==> src/rtl/pzbcm_onehot_violation_monitor_if.sv <==
// Purpose : bundles the monitored vector, its qualifier, the CSR clear request
//           and the monitor's status outputs into one connection.
// Ports   : i_valid, i_bits, i_clear  (toward the monitor)
//           o_error, o_error_bits, o_error_count, o_saturated, o_irq (from it)
// Modports: master = producer/CSR side, slave = monitor side.
interface pzbcm_onehot_violation_monitor_if #(
  parameter int N             = 2,
  parameter int COUNTER_WIDTH = 8
) ();
  logic                     i_valid;
  logic [N-1:0]             i_bits;
  logic                     i_clear;
  logic                     o_error;
  logic [N-1:0]             o_error_bits;
  logic [COUNTER_WIDTH-1:0] o_error_count;
  logic                     o_saturated;
  logic                     o_irq;

  modport master (
    output i_valid, i_bits, i_clear,
    input  o_error, o_error_bits, o_error_count, o_saturated, o_irq
  );

  modport slave (
    input  i_valid, i_bits, i_clear,
    output o_error, o_error_bits, o_error_count, o_saturated, o_irq
  );
endinterface

==> src/rtl/pzbcm_onehot_violation_monitor.sv <==
// Purpose : registered one-hot violation monitor. A qualified vector with two or
//           more bits set (or, optionally, no bit set) raises a sticky error,
//           captures the first offending vector, counts further violations with
//           saturation and pulses an interrupt once per entry into the error state.
// Ports   : i_clk  clock
//           i_rst  asynchronous active-high reset
//           mon    slave side of pzbcm_onehot_violation_monitor_if
//
// state | meaning
// IDLE  | no violation seen since reset/clear
// ERROR | violation latched; bits/count hold history until clear
module pzbcm_onehot_violation_monitor #(
  parameter int N             = 2,
  parameter int COUNTER_WIDTH = 8,
  parameter bit ZERO_IS_ERROR = 1'b0
) (
  input logic                           i_clk,
  input logic                           i_rst,
  pzbcm_onehot_violation_monitor_if.slave mon
);

  localparam logic [0:0]               IDLE      = 1'b0;
  localparam logic [0:0]               ERROR     = 1'b1;
  localparam logic [COUNTER_WIDTH-1:0] COUNT_MAX = '1;
  localparam logic [COUNTER_WIDTH-1:0] COUNT_ONE = COUNTER_WIDTH'(1);

  logic [0:0]               state, state_next;
  logic [N-1:0]             error_bits, error_bits_next;
  logic [COUNTER_WIDTH-1:0] count, count_next;
  logic                     irq, irq_next;
  logic                     multi_hot;
  logic                     all_zero;
  logic                     viol;

  // Clearing the lowest set bit leaves something behind only if >= 2 bits were set.
  assign multi_hot = |(mon.i_bits & (mon.i_bits - N'(1)));
  assign all_zero  = ~|mon.i_bits;
  // i_valid gates everything so unqualified (possibly X) bits never reach state.
  assign viol      = mon.i_valid && (multi_hot || (ZERO_IS_ERROR && all_zero));

  always_comb begin
    state_next      = state;
    error_bits_next = error_bits;
    count_next      = count;
    irq_next        = 1'b0;
    if (state == IDLE) begin
      if (viol) begin
        state_next      = ERROR;
        error_bits_next = mon.i_bits;
        count_next      = COUNT_ONE;
        irq_next        = 1'b1;
      end
    end else begin
      if (viol && mon.i_clear) begin
        // Clear wipes the old history but the same-cycle violation starts a new one.
        error_bits_next = mon.i_bits;
        count_next      = COUNT_ONE;
        irq_next        = 1'b1;
      end else if (viol) begin
        if (count != COUNT_MAX) begin
          count_next = count + COUNT_ONE;
        end
      end else if (mon.i_clear) begin
        state_next      = IDLE;
        error_bits_next = '0;
        count_next      = '0;
      end
    end
  end

  always_ff @(posedge i_clk or posedge i_rst) begin
    if (i_rst) begin
      state      <= IDLE;
      error_bits <= '0;
      count      <= '0;
      irq        <= 1'b0;
    end else begin
      state      <= state_next;
      error_bits <= error_bits_next;
      count      <= count_next;
      irq        <= irq_next;
    end
  end

  assign mon.o_error       = (state == ERROR);
  assign mon.o_error_bits  = error_bits;
  assign mon.o_error_count = count;
  assign mon.o_saturated   = (count == COUNT_MAX);
  assign mon.o_irq         = irq;

endmodule
==> src/flat_wrapper.sv <==
// flat-port wrapper written by rule: the top's interface ports become plain ports
module pzbcm_onehot_violation_monitor_flat 
#(
  parameter int N             = 2,
  parameter int COUNTER_WIDTH = 8,
  parameter bit ZERO_IS_ERROR = 1'b0
)
  (i_clk, i_rst, mon_i_valid, mon_i_bits, mon_i_clear, mon_o_error, mon_o_error_bits, mon_o_error_count, mon_o_saturated, mon_o_irq);
  pzbcm_onehot_violation_monitor_if #(.N(N), .COUNTER_WIDTH(COUNTER_WIDTH)) mon_i ();
  input logic i_clk;
  input logic i_rst;
  input wire logic [$bits(mon_i.i_valid)-1:0] mon_i_valid;
  input wire logic [$bits(mon_i.i_bits)-1:0] mon_i_bits;
  input wire logic [$bits(mon_i.i_clear)-1:0] mon_i_clear;
  output wire logic [$bits(mon_i.o_error)-1:0] mon_o_error;
  output wire logic [$bits(mon_i.o_error_bits)-1:0] mon_o_error_bits;
  output wire logic [$bits(mon_i.o_error_count)-1:0] mon_o_error_count;
  output wire logic [$bits(mon_i.o_saturated)-1:0] mon_o_saturated;
  output wire logic [$bits(mon_i.o_irq)-1:0] mon_o_irq;
  assign mon_i.i_valid = mon_i_valid;
  assign mon_i.i_bits = mon_i_bits;
  assign mon_i.i_clear = mon_i_clear;
  assign mon_o_error = mon_i.o_error;
  assign mon_o_error_bits = mon_i.o_error_bits;
  assign mon_o_error_count = mon_i.o_error_count;
  assign mon_o_saturated = mon_i.o_saturated;
  assign mon_o_irq = mon_i.o_irq;
  pzbcm_onehot_violation_monitor #(.N(N), .COUNTER_WIDTH(COUNTER_WIDTH), .ZERO_IS_ERROR(ZERO_IS_ERROR)) u_core (.i_clk(i_clk), .i_rst(i_rst), .mon(mon_i));
endmodule
==> config.mk <==
export PLATFORM = sky130hd
export DESIGN_NAME = pzbcm_onehot_violation_monitor_flat
export DESIGN_NICKNAME = d
export VERILOG_FILES = /design/src/rtl/pzbcm_onehot_violation_monitor_if.sv /design/src/rtl/pzbcm_onehot_violation_monitor.sv /design/src/flat_wrapper.sv
export SDC_FILE = /design/constraint.sdc
export NUM_CORES = 1
export LEC_CHECK = 0
export BUFFER_PORTS_ARGS = -buffer_cell sky130_fd_sc_hd__buf_4
export CAP_MARGIN = 20
export CORE_MARGIN = 2
export CORE_UTILIZATION = 44
export DETAILED_ROUTE_END_ITERATION = 12
export GPL_ROUTABILITY_DRIVEN = 0
export HOLD_SLACK_MARGIN = 0.08
export PLACE_DENSITY = 0.84
export SLEW_MARGIN = 20
export SYNTH_ARGS = -nofsm -noshare
export SYNTH_HDL_FRONTEND = slang
export SYNTH_SLANG_ARGS = --single-unit
==> constraint.sdc <==
create_clock -name i_clk -period 1.6 [get_ports i_clk]
set_clock_uncertainty 0.05 [all_clocks]
set_input_delay 0.32 -clock i_clk [delete_from_list [all_inputs] [get_ports i_clk]]
set_output_delay 0.32 -clock i_clk [all_outputs]
set_load 0.05 [all_outputs]
# Word level (Yosys, flattened, before mapping)

Cells that the tools add are included.
Widths: inputs -> output; s select.

Register bits after elaboration: 12

Add/subtract/negate cells: 2
Equal/unequal tests: 5
Reduce and logical (&&, ||, !) cells: 7
Bitwise gates (word level): 1
Mux-type cells: 18

Operator list:

| kind                | number |
|---|---|
| $mux 8              | 6 |
| $mux 2              | 5 |
| $add 8x1->8 const B | 1 |
| $eq 8x8->1 const B  | 1 |
| $ne 8x8->1 const B  | 1 |
| $mux 1              | 7 |
| $ne 3x3->1 const B  | 2 |
| $reduce_and 3->1    | 2 |
| $ne 4x4->1 const B  | 1 |
| $reduce_bool 3->1   | 1 |
| $and 2x2->2         | 1 |
| $logic_and 1x1->1   | 2 |
| $reduce_bool 2->1   | 1 |
| $reduce_or 2->1     | 1 |
| $sub 2x1->2 const B | 1 |

# Depth between registers and ports, before layout

Gate-level depths: netlist of the first run.

Depth after elaboration: 7
Depth in mapped cells: 6
Depth with buffers taken out: 6

# Worst setup path before layout of the first run

No wires, ideal clock.

Path kind: register to register
Start point: register u_core.count[1] (netlist: u_core.mon.o_error_count[1])
End point: register u_core.count[2] (netlist: u_core.mon.o_error_count[2])
Data required time: 1446 ps
Setup slack: -277 ps
Arrival: 1723 ps
Stages on the path, launching flop included: 7
Library setup time: 104 ps
Buffers on the path: 0
Path through: dfrtp_1 ha_1 and2_4 nand3_4 inv_2 o21ai_2 a221oi_1

Cells in the longest elaborated chain, start to end: 5

Ends and longest elaborated chain:

| element                  | RTL line                             | source |
|---|---|---|
| start: declaration       | pzbcm_onehot_violation_monitor.sv:29 | `logic [COUNTER_WIDTH-1:0] count, count_next;` |
| start signal: assignment | pzbcm_onehot_violation_monitor.sv:80 | `count <= count_next;` |
| $add 8x1->8              | pzbcm_onehot_violation_monitor.sv:61 | `count_next = count + COUNT_ONE;` |
| $mux 8                   | pzbcm_onehot_violation_monitor.sv:60 | `if (count != COUNT_MAX) begin` |
| $mux 8                   | pzbcm_onehot_violation_monitor.sv:59 | `end else if (viol) begin` |
| $mux 8                   | pzbcm_onehot_violation_monitor.sv:54 | `if (viol && mon.i_clear) begin` |
| $mux 8                   | pzbcm_onehot_violation_monitor.sv:46 | `if (state == IDLE) begin` |

Several ways; a longest one is shown, not always the timed one. The select of a mux whose other input is x is not followed.
A chain may end at the register's enable or synchronous reset.

# Final worst setup path of the first run

Start point: register u_core.count[1] (netlist: u_core.mon.o_error_count[1])
End point: output port mon_o_saturated

Cells in the longest elaborated chain, start to end: 1

Ends and longest elaborated chain:

| element          | RTL line                             | source |
|---|---|---|
| $eq 8x8->1       | pzbcm_onehot_violation_monitor.sv:88 | `assign mon.o_saturated = (count == COUNT_MAX);` |
| end: declaration | flat_wrapper.sv:18                   | `output wire logic [$bits(mon_i.o_saturated)-1:0] mon_o_saturated;` |

Every way passes these cells.

==> run summary, run 1 <==
The flow ran to the end, but the final reports show violations. The final reports fail on negative setup slack. The static power due to leakage came out at 0.000437 µW. Sequential element share of the synthesized area: 0.447. The tools report the final count of pins violating max slew as 0. The number of levels in the clock H-tree was 1; the detailed-route via count was 651.

Summing all placed instances gives a cell area of 856 µm². Subtracting the final worst setup slack from the clock period gives 1.67 ns. The number of setup violations in the final report was 1; the worst ir drop on vdd was 544 µV. Power comes to 744 µW. The number of instances in the synthesized netlist came out at 68.

For the starting density of the core, the log shows 0.457. Relative area change from synthesis to final layout: 40.6%. Along the worst hold path, the cell count comes to 2. The final period utilization is 1.04, and the number of top-level pins is 19.

For the worst setup path, the data arrival time is 1.30 ns. Setup repair after global routing could not meet its margin everywhere. The count of nets after finishing was 105.

Counting along the longest clock path gives a buffer depth of 2. After routing the design area is 945 µm². The detailed router finished its first iteration with 12 violations. TritonCTS created 3 clock buffers.

The run gives 0 as the residual DRC count. For this run the aggregate overflow at the end of global routing stands at 0. The worst hold path belongs to the class input port to register.

The first global-routing pass estimated 2730 µm of wire. Dividing the detail-routed via count by the number of cells gives 5.76. The pre-antenna-repair detailed-routing pass consisted of 4 iterations.

The max-cap violation count is 0. Static timing analysis puts the maximum clock frequency at 599 MHz. The floorplan step set the die width to 43.1 µm. In the final routed layout, each cell accounts on average for 14.0 µm.

The die height was 43.1 µm. The clock net in this run drives a total of 12 sinks. The depth of the worst register-to-register path is 6, and the number of global-route vias before repair is 623. The post-synthesis net count is 75, and the areal power density over the cells is 788 nW/µm². The count of synthesis-stage warnings from yosys came out at 0. The worst setup path is captured at a primary output. The pin count of the biggest net entering global routing was 13. Buffers placed on the I/O ports in this run total 18.

For the pin with the worst max-slew slack, the measured transition is 0.444 ns. TritonCTS built the clock tree. The total area inside the core boundary comes to 1470 µm². After clock tree synthesis, the clock-pin slew on the worst setup and hold paths is 0.07 ns. Number of endpoints with negative hold slack in the final report: 0. The startpoint of the worst setup timing path is u_core.mon.o_error_count[1].

The antenna diode count was 0. The critical path is of the register to primary output type. At the worst endpoint, the required time is 1.23 ns.

Clock latency on the worst-skew pair, taken at its later pin, is 0.27 ns. Once detailed placement completed, the half-perimeter wirelength came to 1110 µm. The fraction of final layout cells with drive strength greater than 1 was 0.495; the wire length reported by the detailed router was 1590 µm. In this run the most critical hold path is launched from mon_i_clear.

For the number of antenna violations at the first check in global routing, the log shows 0. The floorplan step defined a die boundary enclosing 1860 µm². The tools report the master cell of the clock root buffer as clkbuf_4.

In this run the critical register-to-register path is launched from u_core.mon.o_error_count[1]. Launching element type of the critical path: a register. The detail route stage leaves a number of antenna-violating nets equal to 0. The final worst setup slack is -0.0701 ns, and the mapped cell area is 672 µm². The flip-flop and latch count after synthesis came out at 12. For the worst slew margin relative to its limit, the log shows 0.703. In this run the worst path has a maximum fanout of 2.

For the row count, the log shows 14. Overall fraction of global-route tracks in use: 0.197. The number of library cell types mapped by synthesis was 33. After synthesis, the mean cell area works out to 9.88 µm².
-- layout make-up --
class	instances	area, µm²
multi-input combinational	49	353
sequential	12	309
timing repair buffer	27	213
inverter	5	23.8
clock buffer	4	26.3
fill	127	527
tap	16	20.0
-- path summary, 6_finish.rpt --
path | slack (ns) | end
setup / recovery | -0.07 | mon_o_saturated
hold / removal | 0.23 | u_core.mon.o_error_count[4]
setup reg to reg | 0.01 | u_core.mon.o_error_count[6]
hold reg to reg | 0.45 | u_core.mon.o_error_bits[0]
max in group asynchronous | 0.60 | u_core.mon.o_error_count[6]
min in group asynchronous | 0.56 | u_core.mon.o_error_count[7]
-- synth_stat cells --
master | n | share of area
a21o_2 | 1 | 0.013
nor2b_1 | 1 | 0.0093
nand3_1 | 2 | 0.015
and3_1 | 2 | 0.019
inv_2 | 1 | 0.0056
nand4_1 | 1 | 0.0093
o21ai_0 | 4 | 0.030
a21oi_1 | 2 | 0.015
a211o_1 | 1 | 0.013
o21ai_2 | 1 | 0.013
and4_4 | 1 | 0.017
ha_1 | 1 | 0.019
buf_4 | 1 | 0.011
clkbuf_8 | 1 | 0.020
a221oi_2 | 1 | 0.022
and3_2 | 2 | 0.022
or3_1 | 1 | 0.0093
dfrtp_1 | 12 | 0.45
nor3_1 | 1 | 0.0074
nand3_4 | 1 | 0.026
a31oi_1 | 6 | 0.056
a22oi_1 | 2 | 0.022
and2_4 | 1 | 0.013
nand3b_1 | 1 | 0.011
a221oi_1 | 1 | 0.013
inv_1 | 4 | 0.022
nand2b_1 | 1 | 0.0093
a21bo_1 | 1 | 0.015
nor2_1 | 3 | 0.017
o211ai_1 | 1 | 0.011
and4_2 | 1 | 0.015
o22a_1 | 1 | 0.013
nand2_1 | 7 | 0.039
-- through the flow --
step / cells / util / hold slack (ns) / TNS, ns / setup slack [ns]
2_1_floorplan: 68 / - / 0.134 / -0.00186 / -0.00186
3_3_place_gp: 102 / 0.582 / 0.302 / 0 / 0.118
3_5_place_dp: 102 / 0.582 / 0.307 / 0 / 0.0862
4_1_cts: 113 / 0.642 / 0.217 / -0.0828 / -0.0801
5_1_grt: 113 / 0.642 / 0.230 / -0.176 / -0.109
6_report: 113 / 0.642 / 0.231 / -0.0701 / -0.0701
-- registers in the layout (all words and copies together) (netlist names) --
signal	count
u_core.mon.o_error_count	8
u_core.mon.o_error	1
u_core.mon.o_irq	1
u_core.mon.o_error_bits	2
-- cells in the final DEF (no fill, tap or decap), types with 2 or more instances in the layout --
master / count
dfrtp_2: 7
clkbuf_4: 3
o21ai_0: 3
dfrtp_1: 5
nand3_1: 2
buf_4: 25
inv_1: 4
nor2_1: 3
nand2_1: 7
a31oi_1: 6
and3_1: 2
a21oi_1: 2
-- what timing repair did --
action / CTS / global route
hold buffers: 1 / 0
endpoints found under the hold margin: 12 / 0
setup endpoints to repair: 1 / 6
buffers inserted: 6 / 0
cloned: 0 / 0
pin swaps: 3 / 2
resized for setup: 2 / 1
-- cell families (layout without fill, tap and decap cells) --
| logic type | count (synthesis) | in the layout | share of synthesized area |
|---|---|---|---|
| AND/OR/NAND/NOR | 26 | 26 | 0.238 |
| adder cells (fa/ha/maj) | 1 | 1 | 0.0186 |
| flip-flops | 12 | 12 | 0.447 |
| buffers and inverters | 7 | 36 | 0.0596 |
| AO/OA/AOI/OAI | 22 | 22 | 0.237 |
-- critical path: stages (launching register included) --
cell	delay, ns
dfrtp_2	0.43
ha_4	0.16
and2_4	0.16
nand3_4	0.10
inv_6	0.04
buf_8	0.14
-- report_power, final --
| group | internal [µW] | switching (µW) | leakage (µW) |
|---|---|---|---|
| Sequential | 326 | 18.6 | 0.000148 |
| Combinational | 75.9 | 136 | 0.000274 |
| Clock | 96.5 | 91.2 | 0.0000150 |
-- per-layer routing --
metal,global-route usage,share of wire
met1,0.249,0.44
met2,0.321,0.49
met3,0.0638,0.064
met4,0.0545,0.0076
met5,0,0
(Power assumes the default switching activity.)
==> run 2, diff against run 1 <==
Settings changed: GPL_TIMING_DRIVEN set to 0.
==> run 2 against run 1 <==
The run still ends with negative setup slack left. First-iteration DRC count down 50%. Design area up 2.5%. Via count up 2.6%. Sequential cell count unchanged. Sequential share of layout area down 0.80 points. Routed wire length up 7.9%. Global-route usage up 1.0 points. Power up 8.5%. Clock power up 32%. Final cell count up 0.88%. Die area unchanged. Largest cell class unchanged.
==> run summary, run 2 (synthesis gave the netlist of run 1 again) <==
The library cell used most frequently in the layout, excluding fill and tap cells, is buf_4. The longest clock path from root to sink contains 2 buffers. Starting density of the core: 0.457. The final count of pins violating max slew is 0. The number of detailed-route iterations in the first pass was 4; the residual DRC count was 0.

The estimated wirelength of the detail-placed design was 1130 µm; the max-cap violation count was 0. The final period utilization works out to 1.05. The standard cell core area is 1470 µm², and the number of design-rule violations left by the first detailed-router iteration is 6.

The fraction of final layout cells with drive strength greater than 1 is 0.510. The final reports fail on negative setup slack. The floorplan step set the die width to 43.1 µm. For the static power due to leakage, the log shows 0.000450 µW.

The count of clock tree sinks is 12. TritonCTS built the clock tree. The number of global-route vias before repair came out at 655.

The tools report the startpoint of the most critical register-to-register path as u_core.mon.o_error_count[0]. The first global-routing pass estimated 2840 µm of wire. Number of endpoints with negative hold slack in the final report: 0. Derived from the worst setup path, the maximum achievable clock frequency is 594 MHz. Global routing finished with a remaining overflow of 0. The logs give 0.658 for the final core area utilization and 1 for the number of levels in the clock H-tree. The path class of the tightest hold or removal check is input port to register. The buffers plus inverters on the worst setup path was 2; the mean number of vias per cell was 5.86. The register with the most flip-flops in the layout has 8 of them.

Leaving out fill and tap cells, the most frequent cells in the layout are buf_4 (25), nand2_1 (7), dfrtp_2 (7), a31oi_1 (6), dfrtp_1 (5). The die covers 1860 µm². The row count came out at 14. For the worst flop-to-flop path, the logic depth is 6.

For this run, the post-layout net count is 106. 19 I/O pins were placed. The logs give 0.207 for the overall fraction of global-route tracks in use and 13 for the pin count of the biggest net entering global routing.

The tools report the startpoint of the lowest-slack hold path as mon_i_clear. The worst setup path is launched from a register. The tools report the total cell area at the placement stage as 862 µm².

Setup violations remaining at the end of the flow were counted as 2. Final worst setup slack: -0.0831 ns. The tools report the last element of the critical path as mon_o_saturated. Data arrives at the worst endpoint at 1.31 ns. The detailed-route via count was 668; the worst setup timing slack at the placement stage was 0.0859 ns. In this run the worst path has a maximum fanout of 2. The signal on the critical path passes through ha_4, and2_4, nand3_4, inv_6, buf_8. The routed wire length per instance was 15.0 µm. The flow ran to the end, but the final reports show violations. The run gives 118 as the filler cell count.

The number of antenna diodes in the final layout is 0. The tools report the master cell of the clock root buffer as clkbuf_4. The critical path is of the register to primary output type.

On the worst path, the slowest cell contributes a delay of 0.43 ns. The logic depth of the worst setup path including buffers works out to 5. The die is 43.1 µm tall. The cell with the largest stage delay on the worst path was dfrtp_2. The total clock buffers created by CTS came out at 3. The number of antenna violations at the first check in global routing was 0. The final period demand of the worst path works out to 1.68 ns. The tools report the register-to-register setup slack as -0.01 ns. The logs give 0.691 for the worst slew margin relative to its limit and 968 µm² for the post-route cell area. In this run the remaining antenna-violating nets after routing total 0. The clock latency at the later pin of the worst-skew pair came out at 0.28 ns. Setup repair after global routing could not meet its margin everywhere. After routing, the total negative slack on setup checks comes to -0.0956 ns. The relative area change from synthesis to final layout is 44.1%. At the worst endpoint, the required time is 1.23 ns. Dividing total power by cell area gives a power density of 834 nW/µm². The terminus of the critical flop-to-flop path is u_core.mon.o_error_count[4]. The worst-margin pin slew was 0.464 ns; the worst ir drop on vdd was 550 µV. The cell family contributing the most delay on the critical path is flip-flops.

Wire length reported by the detailed router: 1710 µm. The critical path starts at u_core.mon.o_error_count[0]. The tightest hold path in the finished design has a slack of 0.231 ns.

Clock-pin slew was measured on the worst setup and hold paths at 0.08 ns. The worst setup path is captured at a primary output. The number of I/O port buffers was 18.
==> run 2: cell types whose count changed in the layout (fill, tap and decap cells not counted), sizes merged <==
| cell | change |
|---|---|
| clkbuf | +1 |
==> run 2: final cells by class <==
class / count / area [µm²] / share of cell area
Sequential cell: 12 / 309 / 0.319
Inverter: 5 / 23.8 / 0.0245
Tap cell: 16 / 20.0 / 0.0207
Buffer: 2 / 21.3 / 0.0220
Multi-Input combinational cell: 49 / 353 / 0.364
Timing Repair Buffer: 26 / 205 / 0.212
Clock buffer: 4 / 36.3 / 0.0375
==> run 2: timing repair <==
item | in CTS | in global routing
setup buffers | 6 | 1
setup endpoints to repair | 1 | 6
pin swaps | 3 | 2
gates resized for setup | 2 | 1
hold buffers | 1 | 0
hold endpoints to repair | 12 | 0
==> run 2: per-layer routing <==
layer | wire [µm] | global-route usage | up-vias | part of all wire
li1 | - | - | 315 | -
met2 | 841 | 0.330 | 31 | 0.49
met4 | 26 | 0.103 | 0 | 0.015
met3 | 126 | 0.0553 | 6 | 0.074
met5 | 0 | 0 | - | 0
met1 | 718 | 0.255 | 316 | 0.42
==> run 2: metrics by stage <==
stage | total power, µW | instances
floorplan | 486 | 68
global placement | 546 | 102
detailed placement | 554 | 102
CTS | 807 | 113
global route | 839 | 114
finish | 807 | 114
==> run 2: how the worst min path moves through the flow <==
stage / end / cells past startpoint
CTS: u_core.mon.o_error_count[4] / 2
detailed placement: u_core.mon.o_error / 2
floorplan: u_core.mon.o_error / 1
finish: u_core.mon.o_error_count[4] / 2
global placement: u_core.mon.o_error / 2
global route: u_core.mon.o_error_count[4] / 2
==> run 2: power breakdown <==
part | total [µW] | internal [µW] | switching, µW
clock network | 248 | 139 | 109
logic | 216 | 78.0 | 138
registers | 344 | 326 | 17.6
==> run 3, diff against run 2 <==
Settings changed: CORE_UTILIZATION 44 to 40, PLACE_DENSITY 0.84 to 0.78.
==> run 3 against run 2 <==
The run still ends with negative setup slack left. Global-route usage decreased by 2.0 points. Largest power group unchanged. Power down 7.4%. Sequential share of layout area increased by 0.85 points. Design area shrank 2.6%. Highest routed layer unchanged. Fmax rose by 0.65%. Sequential cell count stayed put. Combinational power barely moved. First-iteration DRC count grew to 4.5 times the previous value. Die area up 9.1%. Clock-buffer cell count stayed put.
==> run summary, run 3 (synthesis gave the netlist of run 1 again) <==
Walking the worst path, the cells encountered are ha_4, and2_4, nand3_4, inv_6, buf_8. The row count came out at 14. The worst slew margin relative to its limit is 0.701. The run gives 0 as the total global routing overflow. The routed wire length per instance is 14.0 µm. The mean number of vias per cell was 5.66; the die span in x was 45.0 µm. For the worst-skew pair, the clock arrives at the later sink with an insertion delay of 0.28 ns. After clock tree synthesis, the clock-pin slew on the worst setup and hold paths is 0.07 ns. Setup repair after global routing could not meet its margin everywhere. OpenSTA, run right after detailed placement, puts the worst setup slack at 0.0989 ns. For the worst setup path, the data arrival time is 1.30 ns. The starting density of the core was 0.436.

Summed over all nets, the half-perimeter wirelength after detailed placement is 1080 µm. The wire length reported by the detailed router is 1570 µm. The library cells used most frequently in the layout, excluding fill and tap cells, are buf_4 (23), nand2_1 (7), dfrtp_2 (7), a31oi_1 (6), dfrtp_1 (5). The worst hold path passes through 2 cells. For this design the top-level I/O count stands at 19.

In this run the vertical extent of the chip is 45.0 µm. Number of endpoints with negative hold slack in the final report: 0. The tree is rooted in a clkbuf_4.

The count of clock tree sinks came out at 12. The number of flip-flops in the largest register works out to 8. The number of levels in the clock H-tree is 1, and the final count of pins violating max slew is 0.

The worst setup path is of the register to primary output kind. The startpoint identified for the worst register-to-register timing path is u_core.mon.o_error_count[0]. The run gives 598 MHz as the maximum clock frequency. The run gives 559 as the number of global-route vias before repair. The flow ran to the end, but the final reports show violations. For this run, the post-layout net count is 104. The pre-antenna-repair detailed-routing pass consisted of 4 iterations.

The routed layout has 634 vias. The final period utilization works out to 1.05. The number of setup violations in the final report is 1. Of all nets on the critical path, the largest fanout is 3.

The startpoint identified for the worst hold timing path is mon_i_clear. The first global-routing pass estimated 2610 µm of wire. Relative to the synthesized area, the layout overhead comes to 40.4%. The fraction of final layout cells with drive strength greater than 1 works out to 0.490. The worst ir drop on vdd came out at 622 µV. The terminus of the critical flop-to-flop path was u_core.mon.o_error_count[6]. The filler cell count came out at 128.

Pin count of the biggest net entering global routing: 13. STA classifies the critical path endpoint as a primary output. The total clock buffers created by CTS was 3; the number of design-rule violations left by the first detailed-router iteration was 27.

For the final worst setup slack, the log shows -0.0723 ns. The checks that failed: negative setup slack. The tools report the max-cap violation count as 0.

Commonest non-fill, non-tap cell in the layout: buf_4. For this design the static power due to leakage is 0.000433 µW. The number of I/O port buffers was 18. For the finished layout, the period the worst path requires is 1.67 ns. The tools report the hold-critical path endpoint as u_core.mon.o_error_count[4]. The floorplan step defined a core boundary enclosing 1540 µm². The tools report the deepest clock path buffer count as 2. The class of the tightest hold or removal check is input port to register. TritonCTS built the clock tree.

The die covers 2020 µm². The number of antenna diodes in the final layout is 0. Areal power density over the cells: 792 nW/µm².

The run gives 0 as the number of antenna violations at the first check in global routing. The worst register-to-register path has a depth of 6. The launching element type of the critical path was a register.

For this run, the slowest stage of the critical path takes 0.43 ns. For the overall fraction of global-route tracks in use, the log shows 0.187. The count of nets left with antenna violations once routing finished came out at 0.

In the final timing run, aggregate negative setup slack is -0.0723 ns. STA puts the critical path data required time at 1.23 ns. Residual DRC count: 0. Setup slack on the worst reg-to-reg path comes out at 0.01 ns.

The slowest stage of the critical path is the dfrtp_2 cell. The worst-margin pin slew is 0.447 ns, and the final core area utilization is 0.612.
## run 3: report_power, final
part / switching [µW] / internal, µW
combinational: 138 / 77.6
sequential: 16.6 / 326
clock: 92.5 / 96.6
## run 3: worst max-delay path by stage
stage / start / endpoint / slack, ns / depth (start not counted)
after global routing: u_core.mon.o_error_count[0] / mon_o_saturated / -0.12 / 5
after floorplan: u_core.mon.o_error_count[1] / u_core.mon.o_error_count[2] / -0.002 / 6
after global placement: u_core.mon.o_error_count[1] / u_core.mon.o_error_count[6] / 0.1 / 5
after detailed placement: u_core.mon.o_error_count[1] / u_core.mon.o_error_count[6] / 0.1 / 5
final: u_core.mon.o_error_count[0] / mon_o_saturated / -0.07 / 5
after CTS: u_core.mon.o_error_count[0] / mon_o_saturated / -0.08 / 5
## run 3: critical path, delay by kind of cell, from the launching register on
| family | cells | cell delay [ns] |
|---|---|---|
| DFF | 1 | 0.43 |
| and+or+nand+nor | 2 | 0.25 |
| buffers and inverters | 2 | 0.18 |
| adders and majority gates | 1 | 0.17 |
## run 3: final cells by class
| type | count | area, µm² | area share |
|---|---|---|---|
| multi-input cells | 49 | 353 | 0.374 |
| flip-flops and latches | 12 | 309 | 0.328 |
| repair buffers | 24 | 190 | 0.202 |
| clock buffers | 4 | 26.3 | 0.0279 |
| inverters | 5 | 23.8 | 0.0252 |
| plain buffers | 2 | 21.3 | 0.0225 |
| well taps | 16 | 20.0 | 0.0212 |
## run 3: repair_timing
item                       CTS  global route
setup endpoints to repair    1             6
hold endpoints to repair    12             0
setup buffers                5             0
gates resized for setup      2             1
hold buffers                 1             0
pin swaps                    3             2
## run 3: layer usage
layer  routed length [µm]  share of wire  GRT usage  vias up
met4                   23          0.015     0.0882        0
li1                     -              -          -      309
met5                    0              0          0        -
met1                  653           0.42      0.233      301
met2                  803           0.51      0.283       20
met3                   89          0.057     0.0720        4
## run 3: through the flow
| stage | cells | instance area (µm²) | power [µW] | hold slack (ns) |
|---|---|---|---|---|
| 4_1_cts | 112 | 943 | 756 | 0.213 |
| 5_1_grt | 112 | 943 | 791 | 0.212 |
| 6_report | 112 | 943 | 747 | 0.227 |
| 3_3_place_gp | 102 | 862 | 547 | 0.307 |
| 2_1_floorplan | 68 | 707 | 486 | 0.134 |
| 3_5_place_dp | 102 | 862 | 553 | 0.304 |
